--- src/rtl/multdiv_issue_ctrl_if.sv ---
// Signal bundle between the pipeline/multdiv side and the multdiv issue controller.
// The controller uses the slave view; the pipeline and multdiv side use the master view.
interface multdiv_issue_ctrl_if #(
  parameter int REG_W = 5
);
  // Request from the pipeline
  logic             req_valid;
  logic             req_ready;
  logic             req_op;
  logic [31:0]      req_a;
  logic [31:0]      req_b;
  logic [REG_W-1:0] req_rd;
  logic             flush;

  // Multdiv unit
  logic             md_ctrl_MULT;
  logic             md_ctrl_DIV;
  logic [31:0]      md_operandA;
  logic [31:0]      md_operandB;
  logic [31:0]      md_result;
  logic             md_exception;
  logic             md_resultRDY;

  // Writeback
  logic             wb_valid;
  logic             wb_ready;
  logic [REG_W-1:0] wb_rd;
  logic [31:0]      wb_data;
  logic             wb_exception;

  // Decode hazard tracking
  logic             busy;
  logic [REG_W-1:0] busy_rd;
  logic [REG_W-1:0] hz_rs1;
  logic [REG_W-1:0] hz_rs2;
  logic             hz_stall;

  modport slave (
    input  req_valid, req_op, req_a, req_b, req_rd, flush,
           md_result, md_exception, md_resultRDY, wb_ready, hz_rs1, hz_rs2,
    output req_ready, md_ctrl_MULT, md_ctrl_DIV, md_operandA, md_operandB,
           wb_valid, wb_rd, wb_data, wb_exception, busy, busy_rd, hz_stall
  );

  modport master (
    output req_valid, req_op, req_a, req_b, req_rd, flush,
           md_result, md_exception, md_resultRDY, wb_ready, hz_rs1, hz_rs2,
    input  req_ready, md_ctrl_MULT, md_ctrl_DIV, md_operandA, md_operandB,
           wb_valid, wb_rd, wb_data, wb_exception, busy, busy_rd, hz_stall
  );
endinterface

--- src/rtl/multdiv_issue_ctrl.sv ---
// Issues one MULT/DIV to the multi-cycle multdiv unit, waits for its result under a
// watchdog, and hands the result to writeback while exposing the in-flight rd for stalls.
module multdiv_issue_ctrl #(
  parameter int REG_W   = 5,
  parameter int TIMEOUT = 40
) (
  input logic                 clock,
  input logic                 reset_n,
  multdiv_issue_ctrl_if.slave bus
);
  localparam int              TW         = $clog2(TIMEOUT + 1);
  localparam logic [TW-1:0]   TIMER_LAST = TW'(TIMEOUT - 1);

  typedef enum logic [1:0] {S_IDLE, S_LAUNCH, S_WAIT, S_DONE} state_t;

  state_t           state, state_next;
  logic             op_q;
  logic [31:0]      a_q, b_q, data_q;
  logic [REG_W-1:0] rd_q;
  logic             exc_q;
  logic [TW-1:0]    timer_q;

  logic in_wait, rdy_hit, tmo_hit, capture;

  // Timer is 0 on the first WAIT cycle, where RDY may still be left over from the previous op.
  assign in_wait = (state == S_WAIT) && !bus.flush;
  assign rdy_hit = in_wait && bus.md_resultRDY && (timer_q != '0);
  assign tmo_hit = in_wait && !rdy_hit && (timer_q == TIMER_LAST);
  assign capture = rdy_hit || tmo_hit;

  always_ff @(posedge clock or negedge reset_n) begin
    if (!reset_n) state <= S_IDLE;
    else          state <= state_next;
  end

  always_comb begin
    // NOTE: default assignment first so every path drives state_next and no latch is inferred.
    state_next = state;
    case (state)
      S_IDLE:   if (bus.req_valid) state_next = S_LAUNCH;
      S_LAUNCH: state_next = bus.flush ? S_IDLE : S_WAIT;
      S_WAIT: begin
        if (bus.flush)    state_next = S_IDLE;
        else if (capture) state_next = (rd_q == '0) ? S_IDLE : S_DONE;
      end
      S_DONE:   if (bus.wb_ready) state_next = S_IDLE;
      default:  state_next = S_IDLE;
    endcase
  end

  always_ff @(posedge clock or negedge reset_n) begin
    if (!reset_n) begin
      // NOTE: datapath registers are reset too, so operand and writeback outputs read 0, not X.
      op_q    <= 1'b0;
      a_q     <= '0;
      b_q     <= '0;
      rd_q    <= '0;
      data_q  <= '0;
      exc_q   <= 1'b0;
      timer_q <= '0;
    end else begin
      // NOTE: non-blocking so every register samples pre-edge values regardless of statement order.
      case (state)
        S_IDLE: if (bus.req_valid) begin
          op_q <= bus.req_op;
          a_q  <= bus.req_a;
          b_q  <= bus.req_b;
          rd_q <= bus.req_rd;
        end
        S_LAUNCH: timer_q <= '0;
        S_WAIT: begin
          timer_q <= timer_q + TW'(1);
          if (rdy_hit) begin
            data_q <= bus.md_result;
            exc_q  <= bus.md_exception;
          end else if (tmo_hit) begin
            data_q <= '0;
            exc_q  <= 1'b1;
          end
        end
        default: ;
      endcase
    end
  end

  always_comb begin
    bus.req_ready    = (state == S_IDLE);
    bus.md_ctrl_MULT = (state == S_LAUNCH) && !op_q;
    bus.md_ctrl_DIV  = (state == S_LAUNCH) &&  op_q;
    bus.wb_valid     = (state == S_DONE);
    bus.busy         = (state != S_IDLE);
    bus.busy_rd      = (state != S_IDLE) ? rd_q : '0;
    bus.hz_stall     = (state != S_IDLE) && (rd_q != '0) &&
                       ((bus.hz_rs1 == rd_q) || (bus.hz_rs2 == rd_q));
  end

  assign bus.md_operandA  = a_q;
  assign bus.md_operandB  = b_q;
  assign bus.wb_rd        = rd_q;
  assign bus.wb_data      = data_q;
  assign bus.wb_exception = exc_q;
endmodule
--- src/flat_wrapper.sv ---
// flat-port wrapper written by rule: the top's interface ports become plain ports
module multdiv_issue_ctrl_flat 
#(
  parameter int REG_W   = 5,
  parameter int TIMEOUT = 40
)
  (clock, reset_n, bus_req_valid, bus_req_op, bus_req_a, bus_req_b, bus_req_rd, bus_flush, bus_md_result, bus_md_exception, bus_md_resultRDY, bus_wb_ready, bus_hz_rs1, bus_hz_rs2, bus_req_ready, bus_md_ctrl_MULT, bus_md_ctrl_DIV, bus_md_operandA, bus_md_operandB, bus_wb_valid, bus_wb_rd, bus_wb_data, bus_wb_exception, bus_busy, bus_busy_rd, bus_hz_stall);
  multdiv_issue_ctrl_if #(.REG_W(REG_W)) bus_i ();
  input logic clock;
  input logic reset_n;
  input wire logic [$bits(bus_i.req_valid)-1:0] bus_req_valid;
  input wire logic [$bits(bus_i.req_op)-1:0] bus_req_op;
  input wire logic [$bits(bus_i.req_a)-1:0] bus_req_a;
  input wire logic [$bits(bus_i.req_b)-1:0] bus_req_b;
  input wire logic [$bits(bus_i.req_rd)-1:0] bus_req_rd;
  input wire logic [$bits(bus_i.flush)-1:0] bus_flush;
  input wire logic [$bits(bus_i.md_result)-1:0] bus_md_result;
  input wire logic [$bits(bus_i.md_exception)-1:0] bus_md_exception;
  input wire logic [$bits(bus_i.md_resultRDY)-1:0] bus_md_resultRDY;
  input wire logic [$bits(bus_i.wb_ready)-1:0] bus_wb_ready;
  input wire logic [$bits(bus_i.hz_rs1)-1:0] bus_hz_rs1;
  input wire logic [$bits(bus_i.hz_rs2)-1:0] bus_hz_rs2;
  output wire logic [$bits(bus_i.req_ready)-1:0] bus_req_ready;
  output wire logic [$bits(bus_i.md_ctrl_MULT)-1:0] bus_md_ctrl_MULT;
  output wire logic [$bits(bus_i.md_ctrl_DIV)-1:0] bus_md_ctrl_DIV;
  output wire logic [$bits(bus_i.md_operandA)-1:0] bus_md_operandA;
  output wire logic [$bits(bus_i.md_operandB)-1:0] bus_md_operandB;
  output wire logic [$bits(bus_i.wb_valid)-1:0] bus_wb_valid;
  output wire logic [$bits(bus_i.wb_rd)-1:0] bus_wb_rd;
  output wire logic [$bits(bus_i.wb_data)-1:0] bus_wb_data;
  output wire logic [$bits(bus_i.wb_exception)-1:0] bus_wb_exception;
  output wire logic [$bits(bus_i.busy)-1:0] bus_busy;
  output wire logic [$bits(bus_i.busy_rd)-1:0] bus_busy_rd;
  output wire logic [$bits(bus_i.hz_stall)-1:0] bus_hz_stall;
  assign bus_i.req_valid = bus_req_valid;
  assign bus_i.req_op = bus_req_op;
  assign bus_i.req_a = bus_req_a;
  assign bus_i.req_b = bus_req_b;
  assign bus_i.req_rd = bus_req_rd;
  assign bus_i.flush = bus_flush;
  assign bus_i.md_result = bus_md_result;
  assign bus_i.md_exception = bus_md_exception;
  assign bus_i.md_resultRDY = bus_md_resultRDY;
  assign bus_i.wb_ready = bus_wb_ready;
  assign bus_i.hz_rs1 = bus_hz_rs1;
  assign bus_i.hz_rs2 = bus_hz_rs2;
  assign bus_req_ready = bus_i.req_ready;
  assign bus_md_ctrl_MULT = bus_i.md_ctrl_MULT;
  assign bus_md_ctrl_DIV = bus_i.md_ctrl_DIV;
  assign bus_md_operandA = bus_i.md_operandA;
  assign bus_md_operandB = bus_i.md_operandB;
  assign bus_wb_valid = bus_i.wb_valid;
  assign bus_wb_rd = bus_i.wb_rd;
  assign bus_wb_data = bus_i.wb_data;
  assign bus_wb_exception = bus_i.wb_exception;
  assign bus_busy = bus_i.busy;
  assign bus_busy_rd = bus_i.busy_rd;
  assign bus_hz_stall = bus_i.hz_stall;
  multdiv_issue_ctrl #(.REG_W(REG_W), .TIMEOUT(TIMEOUT)) u_core (.clock(clock), .reset_n(reset_n), .bus(bus_i));
endmodule
--- config.mk ---
export PLATFORM = sky130hd
export DESIGN_NAME = multdiv_issue_ctrl_flat
export DESIGN_NICKNAME = d
export VERILOG_FILES = /design/src/rtl/multdiv_issue_ctrl_if.sv /design/src/rtl/multdiv_issue_ctrl.sv /design/src/flat_wrapper.sv
export SDC_FILE = /design/constraint.sdc
export NUM_CORES = 1
export LEC_CHECK = 0
export ABC_AREA = 1
export ABC_CLOCK_PERIOD_IN_PS = 1900
export CAP_MARGIN = 20
export CORE_ASPECT_RATIO = 2
export CORE_MARGIN = 2
export CORE_UTILIZATION = 40
export CTS_BUF_LIST = sky130_fd_sc_hd__clkbuf_16
export DETAILED_ROUTE_END_ITERATION = 7
export PLACE_DENSITY = 0.92
export SETUP_SLACK_MARGIN = 0.4
export SLEW_MARGIN = 20
export SYNTH_ARGS = -nofsm -noshare
export SYNTH_HDL_FRONTEND = slang
export SYNTH_SLANG_ARGS = --single-unit
--- constraint.sdc ---
create_clock -name clock -period 1.9 [get_ports clock]
set_input_delay 0.285 -clock clock [delete_from_list [all_inputs] [get_ports clock]]
set_output_delay 0.285 -clock clock [all_outputs]
set_load 0.01 [all_outputs]
==> results.py, run 1 <==
metrics = {
    "worst_setup_path": {
        "cp_top_family": "simple AND/OR/NAND/NOR gates",
        "crit_path_max_fanout": 8,
        "reg2regPathDepth": 8,
        "crit_path_start": "u_core.timer_q[0]$_DFFE_PN0P_",
        "crit_type": "reg2reg",
        "rr_endpoint": "u_core.bus.wb_data[25]$_DFFE_PN0P_",
        "slowest_delay_ps": 440,
        "worst-r2r-setup-slack_ps": 90,
        "arrival_ps": 2040,
        "worst_setup_path_end_kind": "flop",
        "critPathBufInv": 1,
        "path_cells": "ha_1 > nand2_1 > nor2_1 > nand4_1 > nand2_8 > inv_12 > nand2_4 > nand2_1",
        "r2r-start": "u_core.timer_q[0]$_DFFE_PN0P_",
        "cp.required_ps": 2120,
        "crit_path_frequent_cell": "nand2_1",
        "cpMaxStageDelayCell": "dfrtp_1",
        "crit_path_start_kind": "flop",
    },
    "clock_tree": {
        "clkSlewWorstSetupHoldPaths_ps": 80,
        "clk_latency_ps": 340,
        "cts_tree": "built",
        "numCtsBuffers": 9,
        "root_buffer": "clkbuf_16",
        "htreeDepth": 3,
        "clock_sinks": 111,
        "clockBufferDepth": 2,
    },
    "drt": {
        "antenna_left": 0,
        "drtPass1Iterations": 4,
        "drc": 0,
        "wl_per_cell_um": 20.1,
        "wl_mm": 16.6,
        "initialDrtViolationCount": 157,
        "via_per_inst": 5.10,
        "vias": 4194,
    },
    "grt": {
        "grt_usage": 0.243,
        "grt_overflow": 0,
        "grt_pass1_vias": 4485,
        "grt_pass1_wl_mm": 23.2,
        "antenna_found_initial": 0,
        "grt_max_degree": 50,
    },
    "synthesis": {
        "synth-async-reset-ratio": 1.00,
        "yosysTopAreaCell": "dfrtp_1",
        "netlist_instances": 404,
        "synth_edf_count": 0,
        "synthDominantCellAreaShare": 0.599,
        "yosysWarnings": 0,
        "netlist_area_um2": 4640,
        "ys_seq_area_frac": 0.599,
        "synthFlopType": "dfrtp_1",
        "ys_seq_elements": 111,
        "synth.most_common_cell": "dfrtp_1",
        "synth_fp_nets": 529,
        "ys_top_cells_by_count": "dfrtp_1 (111), nand2_1 (82), mux2_1 (65)",
        "synth.distinct_cells": 23,
        "synth.area.top_cells": "dfrtp_1 (60%), mux2_1 (16%), nand2_1 (6.6%)",
        "syn_avg_cell_area_um2": 11.5,
    },
    "timing": {
        "finalSetupViolations": 0,
        "hold_violations": 0,
        "setup_ws_ps": 86.2,
        "slew_viol_final": 0,
        "hold_slack_ps": 386,
        "worst_slew_pin_slew_ps": 497,
        "fin_skew_ps": 13.2,
        "max_clock_freq_mhz": 551,
        "period_needed_ps": 1810,
        "relSlewSlack": 0.668,
        "rsz0062_at_grt": "true",
        "period_share": 0.955,
    },
    "floorplanning": {
        "coreArea_um2": 11300,
        "dieWidth_um": 80.1,
        "io_pins": 232,
        "initial_core_util": 0.411,
        "rows": 55,
        "dieHeight_um": 156,
        "die_area_um2": 12500,
    },
    "cells_and_area": {
        "fin_area_um2": 8540,
        "layout-drive-gt1-share": 0.327,
        "layout.nets": 801,
        "fillers": 706,
        "syn2layout_area_growth_pct": 84.2,
        "n_antenna_cell": 0,
        "finalNonFillerCells": 823,
    },
    "place": {
        "dpl-instance-area_um2": 7170,
        "dp_cells": 771,
        "port_buffers": 231,
        "place_ws_ps": -235,
        "gp_congestion": 0.905,
        "dp.final_hpwl_mm": 10.3,
    },
    "power": {
        "p_leak_nw": 4.33,
        "peakVddDrop_v": 0.00107,
        "p_per_area_nw_per_um2": 1480,
    },
    "status": {
        "status": "finished, final reports clean",
    },
    "flow_run": {
        "max-cap-violations": 0,
    },
    "worst_hold_path": {
        "worstHoldPathType": "in2async",
    },
}
==> area by class of cell <==
type	count	area, um2	share of cell area
clock buffer	9	225	0.0264
clock inverter	7	55.1	0.00645
timing repair inverter	3	38.8	0.00454
timing repair buffer	275	2870	0.336
sequential	111	2780	0.326
tap	142	178	0.0208
inverter	20	90.1	0.0105
multi-input combinational	256	2300	0.269
==> worst max-delay path by stage <==
stage	endpoint	slack (ps)	depth (start not counted)
after global placement	bus_hz_stall	-190	8
after floorplan	u_core.bus.md_operandA[15]$_DFFE_PN0P_	370	7
after global routing	u_core.bus.wb_data[25]$_DFFE_PN0P_	20	8
after detailed placement	bus_hz_stall	-230	8
after CTS	bus_hz_stall	180	5
final	u_core.bus.wb_data[25]$_DFFE_PN0P_	90	8
==> logic make-up (layout without fill, tap and decap cells) <==
group / after synthesis / count (layout) / share of synthesized area
buffers and inverters: 38 / 314 / 0.0448
flip-flops: 111 / 111 / 0.599
adder cells (fa/ha/maj): 6 / 6 / 0.0162
AO/OA/AOI/OAI: 12 / 12 / 0.0132
AND/OR/NAND/NOR: 162 / 163 / 0.150
multiplexers: 65 / 65 / 0.158
XOR/XNOR: 10 / 10 / 0.0189
==> per-layer routing <==
metal | wire length [um] | up-vias | track usage | share of wire
met5 | 0 | - | 0 | 0
met4 | 614 | 0 | 0.0960 | 0.037
met3 | 905 | 39 | 0.0513 | 0.055
met2 | 9380 | 187 | 0.465 | 0.57
met1 | 5680 | 2087 | 0.247 | 0.34
li1 | - | 1881 | - | -
==> report_power, final <==
| group | switching [W] | internal, W |
|---|---|---|
| clock network | 0.000889 | 0.000908 |
| registers | 0.000686 | 0.00335 |
| logic | 0.00287 | 0.00390 |
| total | 0.00444 | 0.00816 |
==> cell usage in the layout, fill, tap and decap left out, drive strengths merged, types with 6 or more instances in the layout <==
| master | instances |
|---|---|
| a21oi | 9 |
| buf | 53 |
| inv | 27 |
| nand2 | 84 |
| clkdlybuf4s50 | 117 |
| mux2 | 65 |
| xor2 | 7 |
| ha | 6 |
| dfrtp | 111 |
| nor2 | 29 |
| dlymetal6s2s | 9 |
| nand3 | 43 |
| clkbuf | 11 |
| dlygate4sd2 | 91 |
==> sequential cells by signal (all words and copies together) (netlist names) <==
signal	cells
u_core.bus.wb_rd	5
u_core.bus.wb_data	32
u_core.bus.md_operandB	32
u_core.bus.md_operandA	32
u_core.op_q	1
u_core.state	2
u_core.bus.wb_exception	1
u_core.timer_q	6
==> worst register-to-register path: stages (launching register included) <==
cell and delay [ps]:
dfrtp_1 440, ha_1 220, nand2_1 80, nor2_1 200, nand4_1 280, nand2_8 270, inv_12 90, nand2_4 70
nand2_1 50
==> timing repair <==
action                     CTS  global route
resized for setup          254           107
pin swaps                   15            15
setup buffers               17             5
hold endpoints to repair    19             0
gates cloned                11             2
setup endpoints to repair  198           127
hold buffers                 1             0
==> per-stage QoR <==
step,total power [W],utilization,setup TNS (ps)
3_3_place_gp,0.00895,0.635,-190
3_5_place_dp,0.00917,0.635,-235
5_1_grt,0.0132,0.757,0
6_report,0.0126,0.757,0
2_1_floorplan,0.00615,-,0
4_1_cts,0.0115,0.713,0
No activity file was read; power rests on OpenSTA's default activity.
==> inputs of run 2 (changes only) <==
--- a/config.mk
+++ b/config.mk
@@ -7,7 +7,7 @@
 export LEC_CHECK = 0
 export ABC_AREA = 1
 export ABC_CLOCK_PERIOD_IN_PS = 1900
-export CAP_MARGIN = 20
+export CAP_MARGIN = 15
 export CORE_ASPECT_RATIO = 2
 export CORE_MARGIN = 2
 export CORE_UTILIZATION = 40
==> results of run 2 <==
Final layout, timing and power as in run 1 (identical DEF).
